--- src/rtl/design_select_ctrl_if.sv ---
// Wishbone slave bundle for the design-select controller.
// Member names keep the Wishbone slave-side naming used across the top level.
interface design_select_ctrl_if;
  logic        wbs_cyc_i;
  logic        wbs_stb_i;
  logic        wbs_we_i;
  logic [3:0]  wbs_sel_i;
  logic [31:0] wbs_adr_i;
  logic [31:0] wbs_dat_i;
  logic        wbs_ack_o;
  logic [31:0] wbs_dat_o;

  modport master (
    output wbs_cyc_i, wbs_stb_i, wbs_we_i, wbs_sel_i, wbs_adr_i, wbs_dat_i,
    input  wbs_ack_o, wbs_dat_o
  );

  modport slave (
    input  wbs_cyc_i, wbs_stb_i, wbs_we_i, wbs_sel_i, wbs_adr_i, wbs_dat_i,
    output wbs_ack_o, wbs_dat_o
  );
endinterface

--- src/rtl/design_select_ctrl.sv ---
// Project selector: Wishbone registers plus the isolate/hold/release reset sequencer
// that feeds the pad multiplexer.
module design_select_ctrl #(
  parameter int          NUM_DESIGNS = 12,
  parameter logic [31:0] BASE_ADDR   = 32'h3000_0000,
  parameter logic [7:0]  HOLD_RESET  = 8'd16
) (
  input  logic                   wb_clk_i,
  input  logic                   rst_n,
  design_select_ctrl_if.slave    wb,
  output logic [NUM_DESIGNS-1:0] design_rst_n,
  output logic [3:0]             active_sel,
  output logic                   isolate,
  output logic [31:0]            custom_settings,
  output logic                   switch_irq
);

  typedef enum logic [1:0] {IDLE, ASSERT, HOLD, RELEASE} state_e;

  state_e                 state_q, state_d;
  logic [7:0]             cnt_q, cnt_d;
  logic [3:0]             pendSel_q, pendSel_d;
  logic [7:0]             holdLen_q, holdLen_d;
  logic [31:0]            custom_q, custom_d;
  logic                   ack_q, ack_d;
  logic [31:0]            rdData_q, rdData_d;
  logic [NUM_DESIGNS-1:0] designRst_q, designRst_d;
  logic [3:0]             activeSel_q, activeSel_d;
  logic                   isolate_q, isolate_d;
  logic                   irq_q, irq_d;

  logic        accept;
  logic        start;
  logic        busy;
  logic        selValid;
  logic [31:0] readValue;
  logic        unusedAdr;

  assign unusedAdr = ^wb.wbs_adr_i[1:0];
  assign busy      = (state_q != IDLE);
  assign selValid  = (32'(pendSel_q) < 32'(NUM_DESIGNS));
  assign accept    = wb.wbs_cyc_i & wb.wbs_stb_i & ~ack_q &
                     (wb.wbs_adr_i[31:4] == BASE_ADDR[31:4]);

  always_ff @(posedge wb_clk_i) begin
    if (!rst_n) begin
      state_q     <= IDLE;
      cnt_q       <= 8'd0;
      pendSel_q   <= 4'hF;
      holdLen_q   <= HOLD_RESET;
      custom_q    <= 32'd0;
      ack_q       <= 1'b0;
      rdData_q    <= 32'd0;
      designRst_q <= '0;
      activeSel_q <= 4'hF;
      isolate_q   <= 1'b1;
      irq_q       <= 1'b0;
    end else begin
      state_q     <= state_d;
      cnt_q       <= cnt_d;
      pendSel_q   <= pendSel_d;
      holdLen_q   <= holdLen_d;
      custom_q    <= custom_d;
      ack_q       <= ack_d;
      rdData_q    <= rdData_d;
      designRst_q <= designRst_d;
      activeSel_q <= activeSel_d;
      isolate_q   <= isolate_d;
      irq_q       <= irq_d;
    end
  end

  always_comb begin
    state_d     = state_q;
    cnt_d       = cnt_q;
    pendSel_d   = pendSel_q;
    holdLen_d   = holdLen_q;
    custom_d    = custom_q;
    ack_d       = 1'b0;
    rdData_d    = rdData_q;
    designRst_d = designRst_q;
    activeSel_d = activeSel_q;
    isolate_d   = isolate_q;
    irq_d       = 1'b0;
    start       = 1'b0;
    readValue   = 32'd0;

    case (wb.wbs_adr_i[3:2])
      2'd0:    readValue = {28'd0, pendSel_q};
      2'd1:    readValue = custom_q;
      2'd2:    readValue = {26'd0, isolate_q, busy, activeSel_q};
      default: readValue = {24'd0, holdLen_q};
    endcase

    if (accept) begin
      ack_d    = 1'b1;
      rdData_d = readValue;
      if (wb.wbs_we_i) begin
        case (wb.wbs_adr_i[3:2])
          2'd0: begin
            if (wb.wbs_sel_i[0]) begin
              pendSel_d = wb.wbs_dat_i[3:0];
              start     = 1'b1;
            end
          end
          2'd1: begin
            for (int b = 0; b < 4; b++) begin
              if (wb.wbs_sel_i[b]) custom_d[8*b +: 8] = wb.wbs_dat_i[8*b +: 8];
            end
          end
          2'd3: begin
            if (wb.wbs_sel_i[0]) holdLen_d = wb.wbs_dat_i[7:0];
          end
          default: ;
        endcase
      end
    end

    // The hold length is latched when HOLD is entered, so later HOLD writes wait for the next sequence.
    case (state_q)
      ASSERT: begin
        state_d = HOLD;
        cnt_d   = (holdLen_q == 8'd0) ? 8'd0 : holdLen_q - 8'd1;
      end
      HOLD: begin
        if (cnt_q == 8'd0) state_d = RELEASE;
        else               cnt_d   = cnt_q - 8'd1;
      end
      RELEASE: begin
        state_d = IDLE;
        irq_d   = 1'b1;
        if (selValid) begin
          designRst_d = NUM_DESIGNS'(1) << pendSel_q;
          activeSel_d = pendSel_q;
          isolate_d   = 1'b0;
        end else begin
          designRst_d = '0;
          activeSel_d = 4'hF;
          isolate_d   = 1'b1;
        end
      end
      default: ;
    endcase

    // A new selection always wins, even mid-sequence or on the release edge.
    if (start) begin
      state_d     = ASSERT;
      designRst_d = '0;
      activeSel_d = 4'hF;
      isolate_d   = 1'b1;
      irq_d       = 1'b0;
    end
  end

  assign wb.wbs_ack_o    = ack_q;
  assign wb.wbs_dat_o    = rdData_q;
  assign design_rst_n    = designRst_q;
  assign active_sel      = activeSel_q;
  assign isolate         = isolate_q;
  assign custom_settings = custom_q;
  assign switch_irq      = irq_q;

endmodule

--- src/flat_wrapper.sv ---
// flat-port wrapper written by rule: the top's interface ports become plain ports
module design_select_ctrl_flat 
#(
  parameter int          NUM_DESIGNS = 12,
  parameter logic [31:0] BASE_ADDR   = 32'h3000_0000,
  parameter logic [7:0]  HOLD_RESET  = 8'd16
)
  (wb_clk_i, rst_n, design_rst_n, active_sel, isolate, custom_settings, switch_irq, wb_wbs_cyc_i, wb_wbs_stb_i, wb_wbs_we_i, wb_wbs_sel_i, wb_wbs_adr_i, wb_wbs_dat_i, wb_wbs_ack_o, wb_wbs_dat_o);
  design_select_ctrl_if wb_i ();
  input  logic wb_clk_i;
  input  logic rst_n;
  output logic [NUM_DESIGNS-1:0] design_rst_n;
  output logic [3:0] active_sel;
  output logic isolate;
  output logic [31:0] custom_settings;
  output logic switch_irq;
  input wire logic [$bits(wb_i.wbs_cyc_i)-1:0] wb_wbs_cyc_i;
  input wire logic [$bits(wb_i.wbs_stb_i)-1:0] wb_wbs_stb_i;
  input wire logic [$bits(wb_i.wbs_we_i)-1:0] wb_wbs_we_i;
  input wire logic [$bits(wb_i.wbs_sel_i)-1:0] wb_wbs_sel_i;
  input wire logic [$bits(wb_i.wbs_adr_i)-1:0] wb_wbs_adr_i;
  input wire logic [$bits(wb_i.wbs_dat_i)-1:0] wb_wbs_dat_i;
  output wire logic [$bits(wb_i.wbs_ack_o)-1:0] wb_wbs_ack_o;
  output wire logic [$bits(wb_i.wbs_dat_o)-1:0] wb_wbs_dat_o;
  assign wb_i.wbs_cyc_i = wb_wbs_cyc_i;
  assign wb_i.wbs_stb_i = wb_wbs_stb_i;
  assign wb_i.wbs_we_i = wb_wbs_we_i;
  assign wb_i.wbs_sel_i = wb_wbs_sel_i;
  assign wb_i.wbs_adr_i = wb_wbs_adr_i;
  assign wb_i.wbs_dat_i = wb_wbs_dat_i;
  assign wb_wbs_ack_o = wb_i.wbs_ack_o;
  assign wb_wbs_dat_o = wb_i.wbs_dat_o;
  design_select_ctrl #(.NUM_DESIGNS(NUM_DESIGNS), .BASE_ADDR(BASE_ADDR), .HOLD_RESET(HOLD_RESET)) u_core (.wb_clk_i(wb_clk_i), .rst_n(rst_n), .wb(wb_i), .design_rst_n(design_rst_n), .active_sel(active_sel), .isolate(isolate), .custom_settings(custom_settings), .switch_irq(switch_irq));
endmodule
--- config.mk ---
export PLATFORM = sky130hd
export DESIGN_NAME = design_select_ctrl_flat
export DESIGN_NICKNAME = d
export VERILOG_FILES = /design/src/rtl/design_select_ctrl_if.sv /design/src/rtl/design_select_ctrl.sv /design/src/flat_wrapper.sv
export SDC_FILE = /design/constraint.sdc
export NUM_CORES = 1
export LEC_CHECK = 0
export BUFFER_PORTS_ARGS = -buffer_cell sky130_fd_sc_hd__buf_2
export CAP_MARGIN = 20
export CORE_MARGIN = 4
export CORE_UTILIZATION = 25
export CTS_CLUSTER_DIAMETER = 30
export DETAILED_ROUTE_END_ITERATION = 8
export PLACE_DENSITY_LB_ADDON = 0.12
export SLEW_MARGIN = 20
export SYNTH_ARGS = -nofsm -noshare
export SYNTH_HDL_FRONTEND = slang
export SYNTH_SLANG_ARGS = --single-unit
--- constraint.sdc ---
create_clock -name wb_clk_i -period 2.6 [get_ports wb_clk_i]
set_clock_uncertainty 0.1 [all_clocks]
set_input_delay 0.26 -clock wb_clk_i [delete_from_list [all_inputs] [get_ports wb_clk_i]]
set_output_delay 0.26 -clock wb_clk_i [all_outputs]
set_load 0.05 [all_outputs]
==> results of run 1 <==
-- cell usage in the layout, fill, tap and decap left out, types with 5 or more instances in the layout --
cell	instances
sky130_fd_sc_hd__a21oi_1	39
sky130_fd_sc_hd__a22oi_1	7
sky130_fd_sc_hd__buf_2	153
sky130_fd_sc_hd__buf_4	16
sky130_fd_sc_hd__clkbuf_16	9
sky130_fd_sc_hd__dfxtp_1	105
sky130_fd_sc_hd__mux2i_1	44
sky130_fd_sc_hd__nand2_1	89
sky130_fd_sc_hd__nand2b_1	6
sky130_fd_sc_hd__nand3_1	12
sky130_fd_sc_hd__nand4_1	30
sky130_fd_sc_hd__nor2_1	25
sky130_fd_sc_hd__nor3_1	5
sky130_fd_sc_hd__nor3b_1	5
sky130_fd_sc_hd__nor4_1	6
sky130_fd_sc_hd__o21ai_0	36
-- kinds of logic (layout without fill, tap and decap cells) --
group	after synthesis	after routing
other cells	0	1
flops	105	105
xor+xnor	4	4
compound gates	115	115
simple gates	206	206
buf+inv	49	190
mux	52	52
fa+ha+maj	4	4
-- report_power, final --
group	switching, mW	leakage, nW	internal (mW)	total (mW)
Combinational	0.0900	1.47	0.0657	0.156
Sequential	0.000000461	0.846	1.61	1.61
Clock	0.625	0.159	0.870	1.50
Total	0.715	2.47	2.54	3.26
-- final cells by class --
type	count	share of cell area
clock buffers	11	0.0399
clock inverters	5	0.0130
flip-flops and latches	105	0.346
multi-input cells	381	0.404
well taps	234	0.0482
inverters	5	0.00309
repair buffers	169	0.146
diodes	1	0.000412
-- final timing paths --
| check | from | depth (start not counted) | endpoint |
|---|---|---|---|
| worst max-delay path | u_core.cnt_q[0] | 7 | u_core.cnt_q[5] |
| worst min-delay path | wb_wbs_dat_i[17] | 3 | u_core.custom_settings[17] |
| worst max register to register | u_core.cnt_q[0] | 7 | u_core.cnt_q[5] |
| worst min register to register | u_core.design_rst_n[6] | 2 | u_core.design_rst_n[6] |
-- worst max-delay path, cell delays in order (launching register included) --
cell and delay [ns]:
sky130_fd_sc_hd__dfxtp_1 0.32, sky130_fd_sc_hd__inv_1 0.10, sky130_fd_sc_hd__ha_1 0.16, sky130_fd_sc_hd__or4b_2 0.58, sky130_fd_sc_hd__a2bb2oi_1 0.15, sky130_fd_sc_hd__buf_4 0.19
sky130_fd_sc_hd__a31o_2 0.23, sky130_fd_sc_hd__a31oi_1 0.11
-- stage by stage --
step | worst slack [ns] | hold WS [ns]
after floorplan | 0.491 | 0.302
after global placement | 0.458 | 0.352
after detailed placement | 0.366 | 0.349
after CTS | 0.534 | 0.0359
after global routing | 0.448 | 0.0435
final | 0.572 | 0.0497
-- flip-flops by register name (all words and copies together), names as in the netlist --
signal                  flops
u_core.custom_settings     32
u_core.wb.wbs_dat_o        32
u_core.design_rst_n        12
u_core.cnt_q                8
u_core.holdLen_q            8
u_core.active_sel           4
u_core.pendSel_q            4
u_core.state_q              2
u_core.isolate              1
u_core.switch_irq           1
u_core.wb.wbs_ack_o         1
-- metal layers --
metal  part of all wire  vias to the layer above  global-route usage
li1                   -                     2202                   -
met2               0.45                      124               0.225
met4              0.014                        2              0.0470
met5            0.00084                        -                   0
met3              0.070                       15              0.0424
met1               0.47                     2063               0.189
==> results.txt, run 1 <==
----------------------------------------------------
[Yosys]
  Post-synthesis simple-gate area fraction ... 0.229
  Total number of yosys warnings ... 0
  Most instantiated library cell after synthesis ... sky130_fd_sc_hd__dfxtp_1
  Top_reg_cell synth ... sky130_fd_sc_hd__dfxtp_1
  Compound-cell area share of the yosys netlist ... 0.147
  Cell type contributing the most total cell area after synthesis ... sky130_fd_sc_hd__dfxtp_1
  Post-synthesis cell area ... 0.00475 mm²
  Cells after synthesis ... 535
  Net count of the mapped netlist ... a little over 600
  Multiplexer share of the synthesized area ... 0.121
  Proportion of netlist area held by the largest area contributor ... 0.443
  Combinational family with the most area after synthesis ... simple AND/OR/NAND/NOR gates
  Register area share after synthesis ... 0.443
  Share of synthesized cell area in full adder, half adder and majority cells ... 0.0105
  Post-synthesis area per instance ... 8.88 µm²
  Most numerous cell types in the synthesized netlist ... sky130_fd_sc_hd__dfxtp_1, sky130_fd_sc_hd__nand2_1, sky130_fd_sc_hd__mux2i_1
  Distinct cell type count after synthesis ... 58
  Xor and xnor area share after synthesis ... 0.00738
  Top cells by area, synth ... sky130_fd_sc_hd__dfxtp_1, sky130_fd_sc_hd__mux2i_1, sky130_fd_sc_hd__nand2_1
  Proportion of register bits with asynchronous set or reset after synthesis ... 0
  Total of flip-flops plus latches after synthesis ... ~110
  Number of enable flip-flop cells after synthesis ... 0

[Worst setup path]
  Worst endpoint data arrival time ... around 2.2 ns
  Crit start category ... flip-flop
  CP Max Fanout ... 14
  Critical path class ... flip-flop to flip-flop
  CP Capture Type ... flip-flop
  Register-to-register setup slack ... approximately 0.57 ns
  Required time of the critical path ... 2.76 ns

[Finish]
  Share of cells above drive strength 1 ... 0.305
  Post-Layout Inst Area ... a little over 0.006 mm²
  Final cell utilization of the core ... 0.325
  Count of fill cells added during filler insertion ... 1985
  Seq. cell area ... ~0.0021 mm²
  Filler-free cell count of the finished design ... just over 900
  Area of the multi-input gates ... about 0.0025 mm²
  # nets final ... about 750
  Synthesis-to-finish area growth ... 28.0%

[Route]
  Detail-routed net length per standard cell ... approximately 17 µm
  Post-route ant nets ... 0
  Detailed-routing iteration count for the pre-antenna-repair pass ... 4
  DRC violation count after routing ... 0
  Post-detailed-route via-to-cell ratio ... approximately 4.8
  Initial DRC Count ... around 170
  Vias after detailed routing ... around 4.4k
  Final Routed Wirelength ... 15.5 mm

[Timing]
  Setup Total Neg Slack ... 0 ns
  Hold Violations, Final ... 0
  Maximum clock frequency ... between 400 and 500 MHz
  Final count of pins violating max slew ... 0
  Final setup violating endpoints ... 0
  Slew at the pin closest to its max-slew limit ... 0.846 ns
  Fin crit share ... 0.780
  Post-route minimum period ... between 2 and 2.5 ns
  Worst slew slack as a fraction of its limit ... 0.436
  Setup repair after global routing missed its margin ... no

[Global routing]
  Global-route congestion overflow total ... 0
  Global-route wire length before repair ... approximately 24 mm
  Global-route total usage across every layer ... 0.143
  Number of global-route vias before repair ... ~4.4k
  Maximum number of pins on one net before global-route repair ... between 80 and 90
  Initial antenna violation count ... 1

[Clocking]
  Number of buffers inserted by post-CTS setup repair ... 0
  Clock root buffer master ... sky130_fd_sc_hd__clkbuf_16
  Number of instances resized during post-cts repair ... 0
  Hold buffer count at CTS ... 0
  Sinks on Clock Net ... between 100 and 150
  Clk buf depth ... 2
  Latest clock arrival within the worst-skew pair ... between 0.3 and 0.4 ns
  Count of H-tree levels built during CTS ... 3
  Total clock buffers created by CTS ... 9
  Clock tree from TritonCTS ... yes
  Clock transition at the registers of the reported paths ... about 0.07 ns

[Place]
  Port Buffer Count ... between 150 and 200
  Post-DP Area ... 0.00576 mm²
  DPL Wire Length ... around 11 mm
  Inst Count DP ... just under 900
  Final weighted congestion in routability-driven placement ... 0.783

[Power]
  Final Total Pwr ... between 3 and 4 mW
  Leakage power ... 2.47 nW
  Worst VDD drop ... slightly above 0.3 mV
  Power per Cell Area ... 536 mW/mm²

[Floorplanning]
  Core box area ... around 0.019 mm²
  Number of placement rows ... 50
  Die Ht ... between 100 and 150 µm
  Width of the die ... approximately 150 µm
  Io pins ... roughly 160
  Area enclosed by the die boundary ... about 0.021 mm²
  Effective utilization at floorplan ... 0.254

[Worst hold path]
  Worst min path class ... input port to flip-flop

[Run]
  Number of max-cap violations ... 0

[Run status]
  Outcome ... finished clean

----------------------------------------------------
No activity file was read; power rests on OpenSTA's default activity.
==> run 2, diff against run 1 <==
Settings changed: ABC_AREA set to 1.
Clock period 2.6 ns to 1.83 ns, I/O delays scaled along.
==> results.txt, run 2 <==
----------------------------------------------------
[Worst hold path]
  Number of stages on the worst hold path ... 3 (unchanged)
  Launch instance of the worst min-delay path ... wb_wbs_dat_i[7]
  Worst min path class ... input port to flip-flop

[Yosys]
  Proportion of register bits with asynchronous set or reset after synthesis ... 0 (unchanged)
  Multiplexer share of the synthesized area ... 0 (-0.121)
  Proportion of netlist area held by the largest area contributor ... 0.432 (-0.0105)
  Post-synthesis area per instance ... 6.75 µm² (-24%)
  Post-synthesis cell area ... 0.00486 mm² (+2.4%)
  Most instantiated library cell after synthesis ... sky130_fd_sc_hd__nand2_1
  Compound-cell area share of the yosys netlist ... 0.116 (-0.0313)
  Register area share after synthesis ... 0.432 (-0.0105)
  Most numerous cell types in the synthesized netlist ... sky130_fd_sc_hd__nand2_1, sky130_fd_sc_hd__nor2_1, sky130_fd_sc_hd__dfxtp_1
  Top_reg_cell synth ... sky130_fd_sc_hd__dfxtp_1
  Top cells by area, synth ... sky130_fd_sc_hd__dfxtp_1, sky130_fd_sc_hd__nand2_1, sky130_fd_sc_hd__nor2_1
  Number of enable flip-flop cells after synthesis ... 0 (unchanged)
  Post-synthesis simple-gate area fraction ... 0.337 (+0.108)
  Cell type contributing the most total cell area after synthesis ... sky130_fd_sc_hd__dfxtp_1
  Cells after synthesis ... 720 (+35%)
  Share of synthesized cell area in full adder, half adder and majority cells ... 0.0103 (-0.000249)
  Xor and xnor area share after synthesis ... 0.00720 (-0.000175)
  Combinational family with the most area after synthesis ... simple AND/OR/NAND/NOR gates
  Net count of the mapped netlist ... 797 (+30%)
  Distinct cell type count after synthesis ... 29 (-50%)
  Total number of yosys warnings ... 0 (unchanged)
  Total of flip-flops plus latches after synthesis ... 105 (unchanged)

[Place]
  Port Buffer Count ... 153 (unchanged)
  Inst Count DP ... 1135 (+27%)
  Post-place setup slack ... 0.0503 ns (-0.315 ns)
  Post-DP Area ... 0.00608 mm² (+5.6%)
  Final weighted congestion in routability-driven placement ... 0.750 (-4.2%)
  DPL Wire Length ... 11.8 mm (+6.9%)

[Global routing]
  Maximum number of pins on one net before global-route repair ... 31 (-63%)
  Global-route wire length before repair ... 25.4 mm (+4.0%)
  Initial antenna violation count ... 0 (-1)
  Number of global-route vias before repair ... 4825 (+9.8%)
  Global-route total usage across every layer ... 0.144 (+0.000646)
  Global-route congestion overflow total ... 0 (unchanged)

[Power]
  Worst VDD drop ... 0.432 mV (+41%)
  Final Total Pwr ... 4.51 mW (+39%)
  Leakage power ... 3.20 nW (+30%)
  Power per Cell Area ... 676 mW/mm² (+26%)

[Timing]
  Post-route minimum period ... 1.66 ns (-0.372 ns)
  Setup repair after global routing missed its margin ... no
  Slew at the pin closest to its max-slew limit ... 0.478 ns (-0.368 ns)
  Setup slack after layout ... 0.174 ns (-0.398 ns)
  Setup Total Neg Slack ... 0 ns (unchanged)
  Maximum clock frequency ... 604 MHz (+22%)
  Fin crit share ... 0.905 (+0.125)
  Hold Violations, Final ... 0 (unchanged)
  Final count of pins violating max slew ... 0 (unchanged)
  Worst slew slack as a fraction of its limit ... 0.679 (+0.243)
  Final setup violating endpoints ... 0 (unchanged)
  Min Hold Slack ... 0.0200 ns (-0.0297 ns)

[Clocking]
  Clk buf depth ... 2 (unchanged)
  Count of H-tree levels built during CTS ... 3 (unchanged)
  Clock transition at the registers of the reported paths ... 0.07 ns (about the same)
  Total clock buffers created by CTS ... 9 (unchanged)
  Clock tree from TritonCTS ... yes
  Latest clock arrival within the worst-skew pair ... 0.35 ns (about the same)
  Sinks on Clock Net ... 105 (unchanged)
  Clock root buffer master ... sky130_fd_sc_hd__clkbuf_16

[Worst setup path]
  Largest incremental delay on the critical path ... 0.41 ns (-0.17 ns)
  Worst endpoint data arrival time ... 1.79 ns (-0.40 ns)
  Crit path from ... u_core.wb.wbs_ack_o
  Reg-to-Reg Start ... u_core.wb.wbs_ack_o
  List of cells traversed by the critical path ... nor2_1 > nand2_1 > nor2_1 > nand2_1 > nor2_4 > buf_12 > nand3_1 > nand2_1 > buf_12 > nor2_1 > nand2_1
  Required time of the critical path ... 1.96 ns (-0.80 ns)
  CP Capture Type ... flip-flop
  Crit start category ... flip-flop
  Critical path class ... flip-flop to flip-flop
  Slowest CP cell ... sky130_fd_sc_hd__dfxtp_1
  CP Max Fanout ... 16 (+2)
  Most prevalent standard cell on the critical path ... sky130_fd_sc_hd__nand2_1
  Reg2Reg Depth ... 11 (+4)

[Floorplanning]
  Core box area ... 0.0189 mm² (+1.0%)
  Die Ht ... 147 µm (+1.1%)
  Effective utilization at floorplan ... 0.257 (+0.00357)
  Number of placement rows ... 50 (unchanged)
  Io pins ... 156 (unchanged)
  Area enclosed by the die boundary ... 0.0217 mm² (+2.3%)
  Width of the die ... 147 µm (+1.1%)

[Finish]
  Filler-free cell count of the finished design ... 1179 (+29%)
  Final cell utilization of the core ... 0.353 (+0.0282)
  Synthesis-to-finish area growth ... 37.2%
  Share of cells above drive strength 1 ... 0.227 (-0.0773)
  Most used cells in the layout excluding fill and tap cells ... sky130_fd_sc_hd__nand2_1, sky130_fd_sc_hd__buf_2, sky130_fd_sc_hd__nor2_1, sky130_fd_sc_hd__dfxtp_1, sky130_fd_sc_hd__inv_1
  # nets final ... 992 (+33%)
  Diodes inserted ... 0 (-1)
  Post-Layout Inst Area ... 0.00667 mm² (+9.8%)
  Most common cell after layout, fill and taps aside ... sky130_fd_sc_hd__nand2_1

[Route]
  Initial DRC Count ... 196 (+16%)
  Final Routed Wirelength ... 15.8 mm (+1.8%)
  Post-detailed-route via-to-cell ratio ... 4.26 (-12%)
  DRC violation count after routing ... 0 (unchanged)
  Detailed-routing iteration count for the pre-antenna-repair pass ... 4 (unchanged)
  Vias after detailed routing ... 5024 (+14%)
  Post-route ant nets ... 0 (unchanged)
  Detail-routed net length per standard cell ... 13.4 µm (-21%)

[Run status]
  Outcome ... finished clean

[Run]
  Number of max-cap violations ... 0 (unchanged)

----------------------------------------------------
[run 2: cell count changes after synthesis, moves of 6 or more]
| cell | previous run | this run |
|---|---|---|
| sky130_fd_sc_hd__nand4_1 | 30 | 11 |
| sky130_fd_sc_hd__nand3_1 | 12 | 52 |
| sky130_fd_sc_hd__clkbuf_1 | 37 | 14 |
| sky130_fd_sc_hd__inv_1 | 4 | 88 |
| sky130_fd_sc_hd__nand2b_1 | 6 | 0 |
| sky130_fd_sc_hd__mux2i_1 | 44 | 0 |
| sky130_fd_sc_hd__nor4_1 | 6 | 0 |
| sky130_fd_sc_hd__nor2_1 | 25 | 141 |
| sky130_fd_sc_hd__nand2_1 | 89 | 167 |
[run 2: path summary, 6_finish.rpt]
path / to / slack (ns)
max: u_core.active_sel[0] / 0.17
min reg2reg: u_core.wb.wbs_dat_o[8] / 0.36
max reg2reg: u_core.active_sel[0] / 0.17
min: u_core.custom_settings[7] / 0.02
[run 2: what timing repair did]
action                                  in CTS  in global routing
hold buffers                                25                  0
buffers inserted                             0                  4
hold endpoints to repair                    26                  0
endpoints found under the setup margin       0                 85
gates resized for setup                      0                  6
[run 2: logic make-up (layout without fill, tap and decap cells)]
group	Yosys count	after routing
compound gates	102	102
xor+xnor	4	4
fa+ha+maj	4	4
buf+inv	116	315
flops	105	105
simple gates	389	389
[run 2: layer usage]
metal,vias to the layer above,GRT usage,share of wire
li1,2682,-,-
met1,2201,0.201,0.49
met5,-,0,0
met2,133,0.221,0.43
met3,8,0.0429,0.069
met4,0,0.0308,0.0080
[run 2: critical path, delay by kind of cell (launching register included)]
kind | cells | cell delay (ns)
buffers and inverters | 2 | 0.29
flip-flops | 1 | 0.41
AND/OR/NAND/NOR | 9 | 0.73
[run 2: power breakdown]
group,switching [mW],internal [mW]
clock network,0.884,1.05
logic,0.161,0.134
registers,0.00000132,2.28
[run 2: layout make-up]
cell class / instances / area (µm²)
clock buffers: 10 / 229
clock inverters: 5 / 57.6
fillers: 2089 / 12200
inverters: 90 / 338
multi-input cells: 499 / 2300
flip-flops and latches: 105 / 2100
well taps: 260 / 325
repair buffers: 210 / 1320
